### src/rtl/v_pkg.sv
// Shared constants and types for the vector coprocessor front end.
// Holds the opcode filter and the instruction class decode used at issue.
package v_pkg;

  localparam logic [6:0] OPC_OPV     = 7'b1010111;
  localparam logic [6:0] OPC_LOADFP  = 7'b0000111;
  localparam logic [6:0] OPC_STOREFP = 7'b0100111;
  localparam logic [2:0] F3_OPMVV    = 3'b010;

  typedef enum logic {IQ_IDLE, IQ_EXEC} iq_state_t;
  typedef enum logic {CLS_FIXED, CLS_RED} iq_class_t;

  function automatic logic is_vec(input logic [31:0] w);
    return (w[6:0] == OPC_OPV) || (w[6:0] == OPC_LOADFP) || (w[6:0] == OPC_STOREFP);
  endfunction

  // Reductions are OPMVV with funct6[5:3] == 0; they wait on the reduction unit.
  function automatic iq_class_t classify(input logic [31:0] w);
    return ((w[6:0] == OPC_OPV) && (w[14:12] == F3_OPMVV) && (w[31:29] == 3'b000))
           ? CLS_RED : CLS_FIXED;
  endfunction

endpackage

### src/rtl/v_iq_fifo.sv
// Generic synchronous FIFO with separate occupancy counter and synchronous clear.
// Push when full and pop when empty are ignored.
module v_iq_fifo #(
  parameter int WIDTH = 32,
  parameter int DEPTH = 4
) (
  input  logic                       clk,
  input  logic                       nrst,
  input  logic                       clr,
  input  logic                       push,
  input  logic                       pop,
  input  logic [WIDTH-1:0]           wdata,
  output logic [WIDTH-1:0]           rdata,
  output logic [$clog2(DEPTH+1)-1:0] count,
  output logic                       full,
  output logic                       empty
);
  localparam int AW = $clog2(DEPTH);
  localparam int CW = $clog2(DEPTH+1);

  logic [WIDTH-1:0] mem_q [DEPTH];
  logic [AW-1:0]    wptr_q, rptr_q;
  logic [CW-1:0]    count_q;
  logic             do_push, do_pop;

  assign full    = (count_q == CW'(DEPTH));
  assign empty   = (count_q == '0);
  assign do_push = push && !full && !clr;
  assign do_pop  = pop && !empty && !clr;
  assign rdata   = mem_q[rptr_q];
  assign count   = count_q;

  always_ff @(posedge clk) begin
    if (do_push) mem_q[wptr_q] <= wdata;
  end

  always_ff @(posedge clk or negedge nrst) begin
    if (!nrst) begin
      wptr_q  <= '0;
      rptr_q  <= '0;
      count_q <= '0;
    end else if (clr) begin
      wptr_q  <= '0;
      rptr_q  <= '0;
      count_q <= '0;
    end else begin
      if (do_push) wptr_q <= AW'(wptr_q + 1'b1);
      if (do_pop)  rptr_q <= AW'(rptr_q + 1'b1);
      count_q <= count_q + CW'(do_push) - CW'(do_pop);
    end
  end

endmodule

### src/rtl/v_issue_queue.sv
// Issue queue feeding the vector coprocessor decoder: filters non-vector words,
// buffers them, and holds each on instr_out for its execute window.
module v_issue_queue
  import v_pkg::*;
#(
  parameter int DEPTH       = 4,
  parameter int EXEC_CYCLES = 1,
  parameter int RED_TIMEOUT = 64
) (
  input  logic                       clk,
  input  logic                       nrst,
  input  logic                       in_valid,
  input  logic [31:0]                in_instr,
  output logic                       in_ready,
  input  logic                       flush,
  input  logic                       red_done,
  output logic [31:0]                instr_out,
  output logic                       issue_valid,
  output logic                       busy,
  output logic                       illegal,
  output logic                       timeout,
  output logic [$clog2(DEPTH+1)-1:0] count
);
  localparam int CMAX = (EXEC_CYCLES > RED_TIMEOUT) ? EXEC_CYCLES : RED_TIMEOUT;
  localparam int CNTW = $clog2(CMAX + 1);

  iq_state_t   state_q, state_d;
  iq_class_t   cls_q, cls_d;
  logic [31:0] instr_q, instr_d;
  logic [CNTW-1:0] cyc_q, cyc_d;
  logic        issue_q, issue_d;
  logic        illegal_q, illegal_d;
  logic        timeout_q, timeout_d;

  logic        accept, legal, push, pop, last, full, empty;
  logic [31:0] head;

  assign accept = in_valid && in_ready;
  assign legal  = is_vec(in_instr);
  assign push   = accept && legal && !flush;

  v_iq_fifo #(.WIDTH(32), .DEPTH(DEPTH)) u_fifo (
    .clk   (clk),
    .nrst  (nrst),
    .clr   (flush),
    .push  (push),
    .pop   (pop),
    .wdata (in_instr),
    .rdata (head),
    .count (count),
    .full  (full),
    .empty (empty)
  );

  assign in_ready    = !full;
  assign instr_out   = instr_q;
  assign issue_valid = issue_q;
  assign illegal     = illegal_q;
  assign timeout     = timeout_q;
  assign busy        = (state_q != IQ_IDLE) || !empty;

  always_comb begin
    state_d   = state_q;
    cls_d     = cls_q;
    instr_d   = instr_q;
    cyc_d     = cyc_q;
    issue_d   = 1'b0;
    timeout_d = 1'b0;
    illegal_d = accept && !legal && !flush;
    pop       = 1'b0;
    last      = 1'b0;

    if (state_q == IQ_EXEC) begin
      if (cls_q == CLS_FIXED) begin
        last = (cyc_q == CNTW'(EXEC_CYCLES - 1));
      end else begin
        last      = red_done || (cyc_q == CNTW'(RED_TIMEOUT - 1));
        timeout_d = !red_done && (cyc_q == CNTW'(RED_TIMEOUT - 1));
      end
    end

    // A retiring instruction hands over to the head in the same cycle.
    if ((state_q == IQ_IDLE || last) && !empty) begin
      pop     = 1'b1;
      state_d = IQ_EXEC;
      instr_d = head;
      cls_d   = classify(head);
      cyc_d   = '0;
      issue_d = 1'b1;
    end else if (state_q == IQ_EXEC && last) begin
      state_d = IQ_IDLE;
      instr_d = '0;
      cls_d   = CLS_FIXED;
      cyc_d   = '0;
    end else if (state_q == IQ_EXEC) begin
      cyc_d = CNTW'(cyc_q + 1'b1);
    end

    if (flush) begin
      state_d   = IQ_IDLE;
      instr_d   = '0;
      cls_d     = CLS_FIXED;
      cyc_d     = '0;
      issue_d   = 1'b0;
      timeout_d = 1'b0;
      illegal_d = 1'b0;
      pop       = 1'b0;
    end
  end

  always_ff @(posedge clk or negedge nrst) begin
    if (!nrst) begin
      state_q   <= IQ_IDLE;
      cls_q     <= CLS_FIXED;
      instr_q   <= '0;
      cyc_q     <= '0;
      issue_q   <= 1'b0;
      illegal_q <= 1'b0;
      timeout_q <= 1'b0;
    end else begin
      state_q   <= state_d;
      cls_q     <= cls_d;
      instr_q   <= instr_d;
      cyc_q     <= cyc_d;
      issue_q   <= issue_d;
      illegal_q <= illegal_d;
      timeout_q <= timeout_d;
    end
  end

endmodule

### config.mk
export PLATFORM = sky130hd
export DESIGN_NAME = v_issue_queue
export DESIGN_NICKNAME = d
export VERILOG_FILES = /design/src/rtl/v_pkg.sv /design/src/rtl/v_iq_fifo.sv /design/src/rtl/v_issue_queue.sv
export SDC_FILE = /design/constraint.sdc
export NUM_CORES = 1
export LEC_CHECK = 0
export ABC_AREA = 1
export CELL_PAD_IN_SITES_DETAIL_PLACEMENT = 1
export CELL_PAD_IN_SITES_GLOBAL_PLACEMENT = 2
export CORE_UTILIZATION = 30
export DETAILED_ROUTE_END_ITERATION = 10
export PLACE_DENSITY_LB_ADDON = 0.1
export SETUP_SLACK_MARGIN = 0.2
export SYNTH_ARGS = -nofsm -noshare
export SYNTH_HDL_FRONTEND = slang
export SYNTH_HIERARCHICAL = 1
export SYNTH_SLANG_ARGS = --single-unit
### constraint.sdc
create_clock -name clk -period 3.2 [get_ports clk]
set_clock_uncertainty 0.15 [all_clocks]
set_input_delay 0.32 -clock clk [delete_from_list [all_inputs] [get_ports clk]]
set_output_delay 0.32 -clock clk [all_outputs]
set_load 0.02 [all_outputs]
# Yosys cells after proc, flatten, opt, wreduce, memory -nomap -nowiden

Memories as Yosys holds them, arrays and structs flattened.
Index checks and enable logic that the tools add are counted.

Bits of input ports: 37
Memory bits (writable): 128
Register bits after elaboration: 51
Logic and storage cells: 83
Output and inout bits: 40
Memories: 1

Memory list:

| memory       | words | bits a word | rd ports | clocked after memory_dff | wr ports | line            | text |
|---|---|---|---|---|---|---|---|
| u_fifo.mem_q | 4     | 32          | 1        | 0                        | 1        | v_iq_fifo.sv:21 | `logic [WIDTH-1:0] mem_q [DEPTH];` |

Add/sub/neg operators: 5
Multiplexer cells: 28
Equal/unequal tests: 7
Bitwise gates (word level): 1
Reduce and logical (&&, ||, !) cells: 31

Operators by type and width:

| operator                                             | count |
|---|---|
| two-way mux 32 bit                                   | 3 |
| two-way mux 7 bit                                    | 4 |
| two-way mux 1 bit                                    | 16 |
| equality test 7 x 6 -> 1 bit (second input constant) | 2 |
| equality test 7 bit (second input constant)          | 2 |
| logical AND 1 bit                                    | 14 |
| two-way mux 2 bit                                    | 4 |
| adder 7 x 1 -> 7 bit (second input constant)         | 1 |
| equality test 7 x 3 -> 1 bit (second input constant) | 1 |
| zero test 7 bit                                      | 1 |
| zero test 3 bit                                      | 2 |
| zero test 1 bit                                      | 5 |
| logical OR 1 bit                                     | 5 |
| adder 2 x 1 -> 2 bit (second input constant)         | 2 |
| nonzero test 2 bit                                   | 2 |
| nonzero test 4 bit                                   | 1 |
| adder 3 x 1 -> 3 bit                                 | 1 |
| equality test 3 x 2 -> 1 bit (second input constant) | 1 |
| equality test 3 bit (second input constant)          | 1 |
| two-way mux 3 bit                                    | 1 |
| nonzero test 3 bit                                   | 1 |
| subtractor 3 x 1 -> 3 bit                            | 1 |
| inverter 1 bit                                       | 1 |

# Logic depth before layout (Yosys ltp)

Word-level depth: 12
Gate-level depth with buffers: 18
Mapped depth without buffers: 18

# Hierarchy

Netlist, hierarchy kept.

By module, submodules not included:

| module        | cells each | instances | area each (um2) | seq. area each (um2) |
|---|---|---|---|---|
| v_iq_fifo     | 372        | 1         | 5240.0          | 4018.9 |
| v_issue_queue | 238        | 1         | 2042.0          | 1101.1 |

# Worst setup path after synthesis

No wires, ideal clock.

Kind: flip-flop to flip-flop
Start: register u_fifo.count_q[1], in the netlist u_fifo/count[1]
End: memory u_fifo.mem_q[0][0] (enable)
Arrival: 2.776 ns
Path buffers: 0
Cell stages (with the launch flop): 9
Required time: 2.629 ns
Setup slack: -0.147 ns
Cells stage by stage: dfrtp_1 inv_1 nand3_1 inv_1 inv_1 nand3_1 nor2_1 nand3_1 nor2_1

Cells in the longest elaborated chain, start to end: 9

RTL lines:

| item                                    | line                | text |
|---|---|---|
| start: declaration                      | v_iq_fifo.sv:23     | `logic [CW-1:0] count_q;` |
| start signal: assignment                | v_iq_fifo.sv:49     | `count_q <= count_q + CW'(do_push) - CW'(do_pop);` |
| equality test 3 bit                     | v_iq_fifo.sv:26     | `assign full = (count_q == CW'(DEPTH));` |
| via full                                | v_issue_queue.sv:35 | `logic accept, legal, push, pop, last, full, empty;` |
| zero test 1 bit                         | v_issue_queue.sv:55 | `assign in_ready = !full;` |
| via in_ready                            | v_issue_queue.sv:14 | `output logic in_ready,` |
| logical AND 1 bit                       | v_issue_queue.sv:38 | `assign accept = in_valid && in_ready;` |
| logical AND 1 bit (2 in a row)          | v_issue_queue.sv:40 | `assign push = accept && legal && !flush;` |
| via push                                | v_issue_queue.sv:35 |  |
| logical AND 1 bit (2 in a row)          | v_iq_fifo.sv:28     | `assign do_push = push && !full && !clr;` |
| two-way mux 1 bit                       | v_iq_fifo.sv:34     | `if (do_push) mem_q[wptr_q] <= wdata;` |
| two-way mux 1 bit (implied by the code) | v_iq_fifo.sv:34     |  |
| end: declaration                        | v_iq_fifo.sv:21     |  |

The timed path passes the listed nets, and every way through them passes these cells.

# Worst setup path in the final report

Start: register cyc_q[0]
End: register u_fifo.count_q[2], in the netlist u_fifo/count[2]

Cells in the longest elaborated chain, start to end: 12
Elaborated cells between the ends (all ways): 13
Classes of those cells: add/sub (1); eq/ne (1); mux (5); reduce/logical (6)

RTL lines:

| item                               | line                 | text |
|---|---|---|
| start: declaration                 | v_issue_queue.sv:30  | `logic [CNTW-1:0] cyc_q, cyc_d;` |
| start signal: assignment           | v_issue_queue.sv:124 | `cyc_q <= cyc_d;` |
| equality test 7 x 6 -> 1 bit       | v_issue_queue.sv:77  | `last = red_done \|\| (cyc_q == CNTW'(RED_TIMEOUT - 1));` |
| logical OR 1 bit                   | v_issue_queue.sv:77  |  |
| two-way mux 1 bit (*)              | v_issue_queue.sv:74  | `if (cls_q == CLS_FIXED) begin` |
| two-way mux 1 bit (*)              | v_issue_queue.sv:73  | `if (state_q == IQ_EXEC) begin` |
| logical OR 1 bit (*)               | v_issue_queue.sv:83  | `if ((state_q == IQ_IDLE \|\| last) && !empty) begin` |
| logical AND 1 bit (*)              | v_issue_queue.sv:83  |  |
| two-way mux 1 bit (*) (2 in a row) | -                    |  |
| via issue_d                        | v_issue_queue.sv:31  | `logic issue_q, issue_d;` |
| logical AND 1 bit (*) (2 in a row) | v_iq_fifo.sv:29      | `assign do_pop = pop && !empty && !clr;` |
| subtractor 3 x 1 -> 3 bit (*)      | v_iq_fifo.sv:49      |  |
| two-way mux 3 bit (*)              | v_iq_fifo.sv:42      | `end else if (clr) begin` |

The timed path passes the listed nets; every way through them passes the cells marked *.
A chain may end at the register's enable or synchronous reset.

==> summary.txt <==
Timing
  – Final critical-path share of the clock period: 0.8577
  – RSZ-0062 raised after global routing: false
  – Number of endpoints failing setup at the final stage: 0
  – Actual transition at the worst max-transition pin: slightly above 0.8 ns
  – Final Slew Violations: 0
  – Post-Route Hold Slack: 0.3157 ns
  – Final number of hold-violating endpoints: 0
  – Slew HR: 0.4574
  – Final period demand of the worst path: 2.745 ns
  – Max frequency: about 360 MHz

Clock network
  – Setup bufs post-CTS: 0
  – TritonCTS clock tree: yes
  – Clk_lat worst skew: approximately 0.42 ns
  – Post-CTS clock slew at the launch and capture registers of the worst setup and hold paths: 0.07 ns
  – Maximum root-to-sink buffer count: 2
  – Cts bufs inserted: 17
  – Number of clock sinks: around 180
  – # H-tree levels: 4
  – Root cell of the clock tree: sky130_fd_sc_hd__clkbuf_16

Finish
  – Count of filler cells inserted in the layout: approximately 2500
  – Diodes inserted: 0
  – Sequential cell area: roughly 5100 sq um
  – Final Util: 0.3828
  – Layout overhead on the synthesized area: 24.14%
  – Post-layout net count: between 700 and 800
  – Ratio of cells with drive above 1 in the final layout: 0.09915
  – Area of combinational cells with multiple inputs: around 1900 sq um

Drt
  – First-pass detailed-route iteration total: 4
  – Metal2 WL: between 9000 and 10000 microns
  – Post-route DRC: 0
  – Routed wl met3: a little over 600 microns
  – Highest metal layer with signal wires: met5
  – Total length of routed wires: approximately 19000 microns
  – Number of routed nets with antenna violations: 0
  – Via-to-Cell Ratio: ~4.8
  – Total routed wire length on the met1 layer: 8623 microns
  – Detailed-route via count: between 4000 and 5000
  – Wire length per cell after detailed routing: 18.51 microns
  – Number of DRC markers in iteration 0: 195

Setup path
  – Register-to-register setup slack: about 0.46 ns
  – Crit path arrival time: 2.91 ns
  – Number of buffers and inverters on the critical path: 2
  – Data required, critical path: between 3 and 4 ns
  – Top cell by count, worst path: sky130_fd_sc_hd__nand2_1
  – Maximum fanout along the worst path: 5
  – Reg-to-reg critical path endpoint: u_fifo/count[2]$_DFF_PN0_
  – Startpoint class of the critical path: flop
  – Worst Reg-to-Reg Cells: 16
  – Delay of the slowest cell on the worst path: about 0.40 ns
  – Worst Path Class, Setup: flop to flop
  – Cell at the slowest stage of the critical path: sky130_fd_sc_hd__dfrtp_2
  – Reg-to-Reg Start: cyc_q[0]$_DFFE_PN0P_
  – Endpoint type of the worst setup path: flop
  – Cell Chain, Critical Path: ha_1, nand2_1, nor2_4, nand2_1, nand2_1, nand2_2, a21boi_2, nand2_1, nor2_2, ha_1, inv_1, ha_1, inv_1, fa_1, a21oi_1, nor2_1
  – Cell family contributing the most delay on the critical path: adder cells

Logic synthesis
  – Most frequent cell after synthesis: sky130_fd_sc_hd__edfxtp_1
  – Most frequently used flop master after synthesis: sky130_fd_sc_hd__edfxtp_1
  – Post-synthesis cell count: around 600
  – Cell type with the largest total area after synthesis: sky130_fd_sc_hd__edfxtp_1
  – Number of flops mapped to enable cells by yosys: about 130
  – Synth top area share: 0.5278
  – Async set or reset register ratio after synthesis: 0.2849
  – Average cell area after synthesis: ~12 sq um
  – Count of synthesis-stage warnings from yosys: 6
  – Leading post-synthesis cells by instance count: 128 x sky130_fd_sc_hd__edfxtp_1, 89 x sky130_fd_sc_hd__nor2_1, 79 x sky130_fd_sc_hd__nand3_1, 67 x sky130_fd_sc_hd__nand2_1, 52 x sky130_fd_sc_hd__o21ai_0
  – Top cells by area in the synthesized netlist: sky130_fd_sc_hd__edfxtp_1 53%, sky130_fd_sc_hd__dfrtp_1 18%, sky130_fd_sc_hd__nand3_1 5.4%, sky130_fd_sc_hd__nor2_1 4.6%, sky130_fd_sc_hd__o21ai_0 3.6%
  – Post-Synthesis Cell Area: around 7300 sq um
  – Cell variety after synth: 32
  – Number of register bits inferred by synthesis: 179
  – Number of nets in the synthesized netlist: ~660
  – Fraction of the yosys area taken by sequential cells: 0.7031

Die
  – DIE HEIGHT: around 160 microns
  – Initial core utilization: 0.3084
  – Core region area: 23610 sq um
  – Full die area: 24900 sq um
  – Total number of placement rows: 56
  – X dimension of the die: between 150 and 200 microns
  – Count of pins on the block boundary: 77

Job
  – Maxcap violations: 0

Power
  – Standby leakage power: between 0.003 and 0.004 uW
  – Maximum ir drop on the vdd rail: roughly 0.27 mV
  – Pwr Density: a little over 500 nW/um^2

Global routing
  – First-pass GRT wire length: slightly below 30000 microns
  – Vias in the first global route: 5238
  – Number of antenna violations at the first check in global routing: 1
  – Aggregate global-route resource usage: 0.1621
  – Pin count of the biggest net entering global routing: 39
  – Total congestion overflow after global routing: 0

Min path
  – Worst hold path class: primary input to flop
  – Sink of the worst hold path: timeout$_DFF_PN0_
  – Hold Path Cell Cnt: 2
  – Source of the worst hold timing path: red_done

Placed design
  – Number of buffers added on ports: 76
  – DPL Wire Length: roughly 12000 microns
  – Routability Congestion: just over 0.7

Status
  – Result of the run: finished, final reports clean
-- final cells by class --
class	instances	share of cell area
multi-input cells	366	0.2047
flip-flops and latches	179	0.5666
repair buffers	97	0.1069
inverters	32	0.01329
clock inverters	13	0.01647
well taps	319	0.04415
clock buffers	19	0.04789
-- state kept, by name, summed over array words and instances, names as in the netlist --
| signal | cells |
|---|---|
| timeout | 1 |
| illegal | 1 |
| cyc_q | 7 |
| issue_valid | 1 |
| state_q | 1 |
| instr_out | 32 |
| u_fifo/count | 3 |
| u_fifo/rptr_q | 2 |
| u_fifo/wptr_q | 2 |
| cls_q | 1 |
| u_fifo/mem_q | 128 |
-- metal layers --
layer | vias to the layer above | GRT usage
met2 | 78 | 0.2830
met3 | 13 | 0.03915
met1 | 2514 | 0.1984
met4 | 2 | 0.04485
met5 | - | 0
li1 | 2320 | -
-- layout by cell type, fill, tap and decap left out, types with 2 or more instances in the layout --
cell type	instances
sky130_fd_sc_hd__nand2_4	2
sky130_fd_sc_hd__inv_1	27
sky130_fd_sc_hd__o22ai_1	32
sky130_fd_sc_hd__nor2_2	3
sky130_fd_sc_hd__clkbuf_16	17
sky130_fd_sc_hd__nand4_1	7
sky130_fd_sc_hd__ha_1	8
sky130_fd_sc_hd__nor2_1	83
sky130_fd_sc_hd__clkinv_4	2
sky130_fd_sc_hd__dfrtp_1	49
sky130_fd_sc_hd__inv_2	4
sky130_fd_sc_hd__nor2_4	5
sky130_fd_sc_hd__dfrtp_2	2
sky130_fd_sc_hd__clkinv_2	2
sky130_fd_sc_hd__buf_12	4
sky130_fd_sc_hd__xor2_1	4
sky130_fd_sc_hd__o21ai_0	52
sky130_fd_sc_hd__clkinvlp_4	2
sky130_fd_sc_hd__inv_6	4
sky130_fd_sc_hd__clkdlybuf4s50_1	75
sky130_fd_sc_hd__edfxtp_1	128
sky130_fd_sc_hd__o21ai_1	15
sky130_fd_sc_hd__nand2_1	67
sky130_fd_sc_hd__nand3_1	79
sky130_fd_sc_hd__bufinv_16	2
sky130_fd_sc_hd__clkbuf_1	2
sky130_fd_sc_hd__buf_4	16
-- worst reg2reg max path, stage by stage, from the launching register on --
cell and delay (ns):
sky130_fd_sc_hd__dfrtp_2 0.40, sky130_fd_sc_hd__ha_1 0.18, sky130_fd_sc_hd__nand2_1 0.09, sky130_fd_sc_hd__nor2_4 0.12
sky130_fd_sc_hd__nand2_1 0.08, sky130_fd_sc_hd__nand2_1 0.08, sky130_fd_sc_hd__nand2_2 0.08, sky130_fd_sc_hd__a21boi_2 0.18
sky130_fd_sc_hd__nand2_1 0.13, sky130_fd_sc_hd__nor2_2 0.11, sky130_fd_sc_hd__ha_1 0.23, sky130_fd_sc_hd__inv_1 0.06
sky130_fd_sc_hd__ha_1 0.13, sky130_fd_sc_hd__inv_1 0.05, sky130_fd_sc_hd__fa_1 0.37, sky130_fd_sc_hd__a21oi_1 0.14
sky130_fd_sc_hd__nor2_1 0.06
-- where the power goes --
group          switching (uW)  internal [uW]  total (uW)
clock network             894           1170        2060
logic                    62.4           49.8         112
registers                1.21           2490        2490
total                     958           3700        4660
-- what timing repair did --
item                                    CTS  global route
resized for setup                         0             4
hold endpoints to repair                 33             0
hold buffers                              1             0
endpoints found under the setup margin    0             2
-- worst max-delay path by stage --
stage                               from                      endpoint  slack [ns]  depth (start not counted)
2_1_floorplan  u_fifo/count[1]$_DFF_PN0_  u_fifo/mem_q[0][0]$_DFFE_PP_       -0.15                          8
3_3_place_gp                 in_instr[0]     u_fifo/count[2]$_DFF_PN0_        0.16                         13
3_5_place_dp                 in_instr[0]     u_fifo/count[2]$_DFF_PN0_        0.12                         13
4_1_cts             cyc_q[0]$_DFFE_PN0P_     u_fifo/count[2]$_DFF_PN0_        0.30                         16
5_1_grt             cyc_q[0]$_DFFE_PN0P_     u_fifo/count[2]$_DFF_PN0_        0.24                         17
6_report            cyc_q[0]$_DFFE_PN0P_     u_fifo/count[2]$_DFF_PN0_        0.46                         16
-- kinds of logic after synthesis --
group | count (synthesis) | share of synthesized area
AO/OA/AOI/OAI | 103 | 0.07749
XOR/XNOR | 5 | 0.006013
adder cells (fa/ha/maj) | 9 | 0.01650
buffers and inverters | 65 | 0.04880
flip-flops | 179 | 0.7031
AND/OR/NAND/NOR | 249 | 0.1481
-- stage by stage --
stage	area [sq um]	setup TNS, ns	power, uW	worst slack, ns	std cells
after global placement	8436	0	2651	0.1617	992
after detailed placement	8436	0	2654	0.1221	992
final	9040	0	4663	0.4553	1025
after floorplan	7282	-18.79	2561	-0.1468	610
after global routing	9040	0	4820	0.2380	1025
after CTS	9027	0	4726	0.3035	1025
No activity file was read; power rests on OpenSTA's default activity.
